### src/rtl/reset_sequencer_pkg.sv
// -----------------------------------------------------------------------------
// reset_sequencer_pkg
// Shared definitions for the staged reset sequencer:
//   - sequencer state encoding (HOLD / RELEASE / DONE)
//   - reset cause codes reported when RST_CAUSE_EN is defined
//   - legal parameter ranges, checked at elaboration by the top
//   - cnt_width(): $clog2 clamped to a minimum of one bit
// -----------------------------------------------------------------------------
package reset_sequencer_pkg;

    typedef enum logic [1:0] {
        HOLD    = 2'd0,
        RELEASE = 2'd1,
        DONE    = 2'd2
    } seq_state_e;

    typedef enum logic [1:0] {
        CAUSE_RST  = 2'b00,
        CAUSE_EXT  = 2'b01,
        CAUSE_SW   = 2'b10,
        CAUSE_BOTH = 2'b11
    } cause_e;

    localparam int NUM_OUT_MIN     = 1;
    localparam int NUM_OUT_MAX     = 8;
    localparam int SYNC_STAGES_MIN = 2;
    localparam int SYNC_STAGES_MAX = 4;
    localparam int STRETCH_MIN     = 1;
    localparam int STRETCH_MAX     = 65535;
    localparam int STAGE_DELAY_MAX = 255;

    function automatic int cnt_width(input int n);
        return (n <= 1) ? 1 : $clog2(n);
    endfunction

endpackage

### src/rtl/reset_sequencer_if.sv
// -----------------------------------------------------------------------------
// reset_sequencer_if
// Request inputs and staged reset outputs of one reset_sequencer.
//   extReqIn   : asynchronous level reset request, active-high
//   swReqIn    : synchronous software reset pulse, active-high
//   rstOut     : NUM_OUT staged resets, bit 0 releases first
//   rstDoneOut : high once every rstOut bit is released
//   causeOut   : cause of the last HOLD entry (only with RST_CAUSE_EN)
// Modports: master = request source / reset consumer, slave = sequencer.
// -----------------------------------------------------------------------------
interface reset_sequencer_if #(
    parameter int NUM_OUT = 3
);
    import reset_sequencer_pkg::*;

    logic               extReqIn;
    logic               swReqIn;
    logic [NUM_OUT-1:0] rstOut;
    logic               rstDoneOut;
`ifdef RST_CAUSE_EN
    cause_e             causeOut;

    modport master (output extReqIn, swReqIn, input rstOut, rstDoneOut, causeOut);
    modport slave  (input extReqIn, swReqIn, output rstOut, rstDoneOut, causeOut);
`else
    modport master (output extReqIn, swReqIn, input rstOut, rstDoneOut);
    modport slave  (input extReqIn, swReqIn, output rstOut, rstDoneOut);
`endif
endinterface

### src/rtl/reset_sequencer_req_sync.sv
// -----------------------------------------------------------------------------
// req_sync
// STAGES-deep flop chain bringing an asynchronous level onto clkIn.
//   clkIn : destination clock
//   rstIn : synchronous active-low clear of the whole chain
//   dIn   : asynchronous input level
//   qOut  : synchronized level, follows dIn after STAGES edges
// -----------------------------------------------------------------------------
module req_sync #(
    parameter int STAGES = 2
) (
    input  logic clkIn,
    input  logic rstIn,
    input  logic dIn,
    output logic qOut
);
    logic [STAGES-1:0] chain_q;

    always_ff @(posedge clkIn) begin
        if (!rstIn) begin
            chain_q <= '0;
        end else begin
            chain_q <= {chain_q[STAGES-2:0], dIn};
        end
    end

    assign qOut = chain_q[STAGES-1];
endmodule

### src/rtl/reset_sequencer.sv
// -----------------------------------------------------------------------------
// reset_sequencer
// Merges the block reset, a synchronized external request and a software
// pulse into NUM_OUT staged reset outputs. All outputs stay asserted until
// STRETCH_CYCLES quiet cycles have passed, then release one by one every
// STAGE_DELAY cycles (bit 0 first). Any request while releasing or released
// re-asserts everything and restarts the stretch.
// Ports:
//   clkIn : block clock
//   rstIn : synchronous active-low reset
//   bus   : reset_sequencer_if.slave (extReqIn, swReqIn, rstOut, rstDoneOut,
//           causeOut when RST_CAUSE_EN is defined)
// Optional feature macro: RST_CAUSE_EN (adds registered causeOut).
//
// state   | meaning
// HOLD    | all outputs asserted, counting quiet cycles toward the stretch
// RELEASE | releasing outputs in order, STAGE_DELAY cycles apart
// DONE    | all outputs released, rstDoneOut high
// -----------------------------------------------------------------------------
module reset_sequencer
    import reset_sequencer_pkg::*;
#(
    parameter int   NUM_OUT          = 3,
    parameter int   SYNC_STAGES      = 2,
    parameter int   STRETCH_CYCLES   = 16,
    parameter int   STAGE_DELAY      = 4,
    parameter logic RST_OUT_POLARITY = 1'b1
) (
    input  logic             clkIn,
    input  logic             rstIn,
    reset_sequencer_if.slave bus
);
    if (NUM_OUT < NUM_OUT_MIN || NUM_OUT > NUM_OUT_MAX) begin : g_bad_num_out
        $error("reset_sequencer: NUM_OUT out of range");
    end
    if (SYNC_STAGES < SYNC_STAGES_MIN || SYNC_STAGES > SYNC_STAGES_MAX) begin : g_bad_sync
        $error("reset_sequencer: SYNC_STAGES out of range");
    end
    if (STRETCH_CYCLES < STRETCH_MIN || STRETCH_CYCLES > STRETCH_MAX) begin : g_bad_stretch
        $error("reset_sequencer: STRETCH_CYCLES out of range");
    end
    if (STAGE_DELAY < 0 || STAGE_DELAY > STAGE_DELAY_MAX) begin : g_bad_delay
        $error("reset_sequencer: STAGE_DELAY out of range");
    end

    localparam int STR_W = cnt_width(STRETCH_CYCLES + 1);
    localparam int DLY_W = cnt_width(STAGE_DELAY + 1);
    localparam int IDX_W = cnt_width(NUM_OUT);
    localparam logic [STR_W-1:0] STR_LAST = STR_W'(STRETCH_CYCLES - 1);
    localparam logic [DLY_W-1:0] DLY_LAST = DLY_W'((STAGE_DELAY == 0) ? 0 : STAGE_DELAY - 1);
    // Whole release collapses into the HOLD exit edge.
    localparam bit ALL_AT_ONCE = (STAGE_DELAY == 0) || (NUM_OUT == 1);

    seq_state_e         state_q, state_d;
    logic [STR_W-1:0]   str_q, str_d;
    logic [DLY_W-1:0]   dly_q, dly_d;
    logic [IDX_W-1:0]   idx_q, idx_d, idx_nxt;
    logic [NUM_OUT-1:0] rel_q, rel_d;      // 1 = output released
    logic               done_q, done_d;
    logic               sync_req, any_req, enter_hold;

    req_sync #(.STAGES(SYNC_STAGES)) u_req_sync (
        .clkIn (clkIn),
        .rstIn (rstIn),
        .dIn   (bus.extReqIn),
        .qOut  (sync_req)
    );

    assign any_req = sync_req | bus.swReqIn;
    assign idx_nxt = idx_q + 1'b1;

    always_comb begin
        state_d    = state_q;
        str_d      = str_q;
        dly_d      = dly_q;
        idx_d      = idx_q;
        rel_d      = rel_q;
        done_d     = done_q;
        enter_hold = 1'b0;
        unique case (state_q)
            HOLD: begin
                if (any_req) begin
                    str_d = '0;
                end else if (str_q == STR_LAST) begin
                    str_d = '0;
                    dly_d = '0;
                    idx_d = '0;
                    if (ALL_AT_ONCE) begin
                        rel_d   = '1;
                        done_d  = 1'b1;
                        state_d = DONE;
                    end else begin
                        rel_d   = NUM_OUT'(1);
                        state_d = RELEASE;
                    end
                end else begin
                    str_d = str_q + 1'b1;
                end
            end
            RELEASE: begin
                if (any_req) begin
                    enter_hold = 1'b1;
                end else if (dly_q == DLY_LAST) begin
                    dly_d          = '0;
                    idx_d          = idx_nxt;
                    rel_d[idx_nxt] = 1'b1;
                    if (int'(idx_nxt) == NUM_OUT - 1) begin
                        done_d  = 1'b1;
                        state_d = DONE;
                    end
                end else begin
                    dly_d = dly_q + 1'b1;
                end
            end
            DONE: begin
                if (any_req) begin
                    enter_hold = 1'b1;
                end
            end
            default: state_d = HOLD;
        endcase
        if (enter_hold) begin
            state_d = HOLD;
            str_d   = '0;
            rel_d   = '0;
            done_d  = 1'b0;
        end
    end

    always_ff @(posedge clkIn) begin
        if (!rstIn) begin
            state_q <= HOLD;
            str_q   <= '0;
            dly_q   <= '0;
            idx_q   <= '0;
            rel_q   <= '0;
            done_q  <= 1'b0;
        end else begin
            state_q <= state_d;
            str_q   <= str_d;
            dly_q   <= dly_d;
            idx_q   <= idx_d;
            rel_q   <= rel_d;
            done_q  <= done_d;
        end
    end

    assign bus.rstOut     = {NUM_OUT{RST_OUT_POLARITY}} ^ rel_q;
    assign bus.rstDoneOut = done_q;

`ifdef RST_CAUSE_EN
    cause_e cause_q, cause_d;

    // Only transitions into HOLD record a cause; new requests while already
    // holding leave the last recorded cause untouched.
    always_comb begin
        cause_d = cause_q;
        if (enter_hold) begin
            cause_d = cause_e'({bus.swReqIn, sync_req});
        end
    end

    always_ff @(posedge clkIn) begin
        if (!rstIn) begin
            cause_q <= CAUSE_RST;
        end else begin
            cause_q <= cause_d;
        end
    end

    assign bus.causeOut = cause_q;
`endif
endmodule

### src/flat_wrapper.sv
// flat-port wrapper written by rule: the top's interface ports become plain ports
module reset_sequencer_flat import reset_sequencer_pkg::*;
#(
    parameter int   NUM_OUT          = 3,
    parameter int   SYNC_STAGES      = 2,
    parameter int   STRETCH_CYCLES   = 16,
    parameter int   STAGE_DELAY      = 4,
    parameter logic RST_OUT_POLARITY = 1'b1
)
  (clkIn, rstIn, bus_extReqIn, bus_swReqIn, bus_rstOut, bus_rstDoneOut);
  reset_sequencer_if #(.NUM_OUT(NUM_OUT)) bus_i ();
  input  logic clkIn;
  input  logic rstIn;
  input wire logic [$bits(bus_i.extReqIn)-1:0] bus_extReqIn;
  input wire logic [$bits(bus_i.swReqIn)-1:0] bus_swReqIn;
  output wire logic [$bits(bus_i.rstOut)-1:0] bus_rstOut;
  output wire logic [$bits(bus_i.rstDoneOut)-1:0] bus_rstDoneOut;
  assign bus_i.extReqIn = bus_extReqIn;
  assign bus_i.swReqIn = bus_swReqIn;
  assign bus_rstOut = bus_i.rstOut;
  assign bus_rstDoneOut = bus_i.rstDoneOut;
  reset_sequencer #(.NUM_OUT(NUM_OUT), .SYNC_STAGES(SYNC_STAGES), .STRETCH_CYCLES(STRETCH_CYCLES), .STAGE_DELAY(STAGE_DELAY), .RST_OUT_POLARITY(RST_OUT_POLARITY)) u_core (.clkIn(clkIn), .rstIn(rstIn), .bus(bus_i));
endmodule
### config.mk
export PLATFORM = sky130hd
export DESIGN_NAME = reset_sequencer_flat
export DESIGN_NICKNAME = d
export VERILOG_FILES = /design/src/rtl/reset_sequencer_pkg.sv /design/src/rtl/reset_sequencer_if.sv /design/src/rtl/reset_sequencer_req_sync.sv /design/src/rtl/reset_sequencer.sv /design/src/flat_wrapper.sv
export SDC_FILE = /design/constraint.sdc
export NUM_CORES = 1
export LEC_CHECK = 0
export CELL_PAD_IN_SITES_DETAIL_PLACEMENT = 0
export CELL_PAD_IN_SITES_GLOBAL_PLACEMENT = 1
export CORE_ASPECT_RATIO = 0.8
export CORE_MARGIN = 5
export CORE_UTILIZATION = 30
export DETAILED_ROUTE_END_ITERATION = 12
export DONT_BUFFER_PORTS = 1
export GPL_ROUTABILITY_DRIVEN = 0
export MAX_ROUTING_LAYER = met4
export PLACE_DENSITY_LB_ADDON = 0.1
export SLEW_MARGIN = 10
export SYNTH_ARGS = -nofsm -noshare
export SYNTH_HDL_FRONTEND = slang
export SYNTH_SLANG_ARGS = --single-unit
export TNS_END_PERCENT = 20
### constraint.sdc
create_clock -name clkIn -period 2.14 [get_ports clkIn]
set_clock_uncertainty 0.1 [all_clocks]
set_input_delay 0.428 -clock clkIn [delete_from_list [all_inputs] [get_ports clkIn]]
set_output_delay 0.428 -clock clkIn [all_outputs]
set_load 0.05 [all_outputs]
==> summary.txt <==
Status = finished clean
FF-to-FF path depth = 6
Worst vdd ir = 0.402 mV
Antenna violations before repair = 0
Post-CTS Setup Bufs = 0
Post-route minimum period = 1880 ps
Leakage = 0.385 nW
# fillers = 339
Reg2reg end = u_core.dly_q[0]
DP Cell Count = 144
Mapped cell area = 916 um2
# port buffers = 0
Core area = 3020 um2
Combinational family with the most area after synthesis = simple AND/OR/NAND/NOR gates
Clock Tree Buf Depth = 2
Post-route antenna net violation count = 0
Post-Layout Cell Count = 148
Adder-cell share of the synthesized area = 0.109
Synth area leaders = dfxtp_1 39%, ha_1 11%, nand2_1 5.7%
Die Span X = 71.8 um
Max Cap Violations = 0
Mapped Cells = 106
Arr. time, crit path = 1970 ps
Power Dens Cells = 631 nW/um2
HP Class = input port to flip-flop
Via density = 4.74
RSZ-0062 raised after global routing = false
Post-route DRC violation count = 0
Hold EP = u_core.u_req_sync.chain_q[0]
First-pass GRT wire length = 3.19 mm
Die height = 59.4 um
Reg clk slew, reported paths = 70 ps
Initial Utilization = 0.303
Simple-gate portion of the synthesized area = 0.261
Final Max Slew Viols = 0
I/O pin count = 8
Post-DP HPWL = 1.45 mm
Seq/Total Area, Yosys = 0.393
CP startpoint = u_core.state_q[0]
Worst-Skew Late Latency = 250 ps
Syn Nets = 118
FP Rows = 18
Max H-tree Level = 1
Synthesized flop and latch total = 18
Slew at the pin with the worst max-slew slack = 514 ps
GRT overflow = 0
TritonCTS Buffers = 3
Area fraction in compound gates after synthesis = 0.142
Via count = 702
Total track usage = 0.101
CP max FO = 8
Die area = 4260 um2
Critical path launch point type = flip-flop
Hold_sp = rstIn
CP Class = flip-flop to flip-flop
Util after Layout = 0.337
Vias in the first global route = 651
Highest clock rate = 532 MHz
Yosys top cell by area = dfxtp_1
Worst EP required = 2230 ps
Final critical-path share of the clock period = 0.878
TritonCTS clock tree = built
Yosys top cell area share = 0.393
Post-synthesis mux area share = 0.0437
Hold buffers post-CTS = 0
Fraction of layout cells with a size suffix above 1 = 0.0833
Initial DRC count = 21
Antenna Cells = 0
R2r setup slk = 260 ps
Post-Route WL = 1.89 mm
Slew Limit Headroom = 0.657
Setup TNS = 0 ps
Synth warn = 0
Mean area per synthesized cell = 8.64 um2
Largest net degree at the start of global routing = 12
CTS sink count = 18
Layout area overhead = 10.9%
RR Startpoint = u_core.state_q[0]
First-pass DRT Iterations = 4
WL per Instance = 12.8 um
Post-CTS resize count = 0
Nets@finish = 121
Total power = 0.641 mW
Setup Viol. Count Final = 0
Hold depth = 1
Crit end category = flip-flop
Root Driver = clkbuf_8
Library cells used by synthesis = 31
Area share of xor/xnor cells in the synthesized design = 0
Final Hold Viols = 0
==> layout by cell type, fill, tap and decap left out, drive strengths merged, types with 2 or more instances in the layout <==
| cell | netlist | routed |
|---|---|---|
| or3b | 3 | 3 |
| nand2 | 15 | 15 |
| ha | 8 | 8 |
| dfxtp | 18 | 18 |
| mux2i | 4 | 4 |
| a21oi | 8 | 8 |
| nor3 | 4 | 4 |
| inv | 9 | 9 |
| nor2 | 3 | 3 |
| o21ai | 4 | 4 |
| a21boi | 2 | 2 |
| a31oi | 2 | 2 |
| and3 | 2 | 2 |
| clkbuf | 2 | 4 |
| and2 | 3 | 3 |
| nand3 | 6 | 6 |
==> area by class of cell <==
| type | instances | area (um2) | share of cell area |
|---|---|---|---|
| repair buffers | 1 | 7.51 | 0.00739 |
| clock buffers | 4 | 55.1 | 0.0542 |
| flip-flops and latches | 18 | 360 | 0.355 |
| multi-input cells | 76 | 509 | 0.501 |
| inverters | 9 | 33.8 | 0.0333 |
| well taps | 40 | 50.0 | 0.0493 |
==> flip-flops by register name, summed over array words and instances, names as in the netlist <==
name	flops
u_core.str_q	5
u_core.dly_q	3
u_core.rel_q	3
u_core.idx_q	2
u_core.state_q	2
u_core.u_req_sync.chain_q	2
u_core.bus.rstDoneOut	1
==> power breakdown <==
part	internal, mW	switching (mW)	leakage (nW)
clock network	0.163	0.115	0.0288
logic	0.00837	0.0129	0.210
registers	0.338	0.00245	0.146
total	0.510	0.131	0.385
==> logic make-up after synthesis <==
family / count (synthesis)
simple gates: 44
compound gates: 20
flops: 18
buf+inv: 12
fa+ha+maj: 8
mux: 4
==> layer usage <==
metal | wire (um) | GRT usage | vias up
li1 | - | - | 373
met1 | 1000 | 0.135 | 312
met2 | 733 | 0.130 | 15
met3 | 139 | 0.0559 | 2
met4 | 17 | 0.0241 | 0
met5 | 0 | - | -
==> synthesized netlist by cell type <==
library cell	instances
nor3_1	4
nor4b_1	1
a31oi_1	2
ha_1	8
nor2_1	3
a41oi_1	1
nand2_1	14
or3b_4	1
and2_1	3
nand4b_1	1
a21boi_0	2
and3_1	2
o31ai_1	1
nand2b_1	1
clkbuf_1	2
o21bai_4	1
or3_1	1
or2_2	1
o21ai_0	4
nand4_1	1
inv_1	9
buf_2	1
nand3_1	6
nand2_2	1
a21oi_1	8
and4b_1	1
nor2b_1	1
a211oi_1	1
dfxtp_1	18
or3b_1	2
mux2i_1	4
==> critical path: stages, from the launching register on <==
cell and delay, ps:
dfxtp_1 350, inv_1 70, ha_1 290, nor4b_1 410, a31oi_1 130, or3_1 330
a21boi_0 140
==> worst max path at each step <==
stage,depth (start not counted),to,slack (ps)
after floorplan,6,u_core.dly_q[0],430
after global placement,6,u_core.rel_q[0],300
after detailed placement,6,u_core.rel_q[0],270
after CTS,6,u_core.dly_q[0],250
after global routing,6,u_core.dly_q[0],60
final,6,u_core.dly_q[0],260
==> per-stage QoR <==
| step | setup WS, ps | cell area [um2] | hold WS [ps] |
|---|---|---|---|
| 6_report | 260 | 1020 | 196 |
| 5_1_grt | 56.9 | 1020 | 183 |
| 2_1_floorplan | 429 | 916 | 312 |
| 3_3_place_gp | 297 | 961 | 318 |
| 3_5_place_dp | 273 | 961 | 321 |
| 4_1_cts | 254 | 1020 | 193 |
No activity file was read; power rests on OpenSTA's default activity.
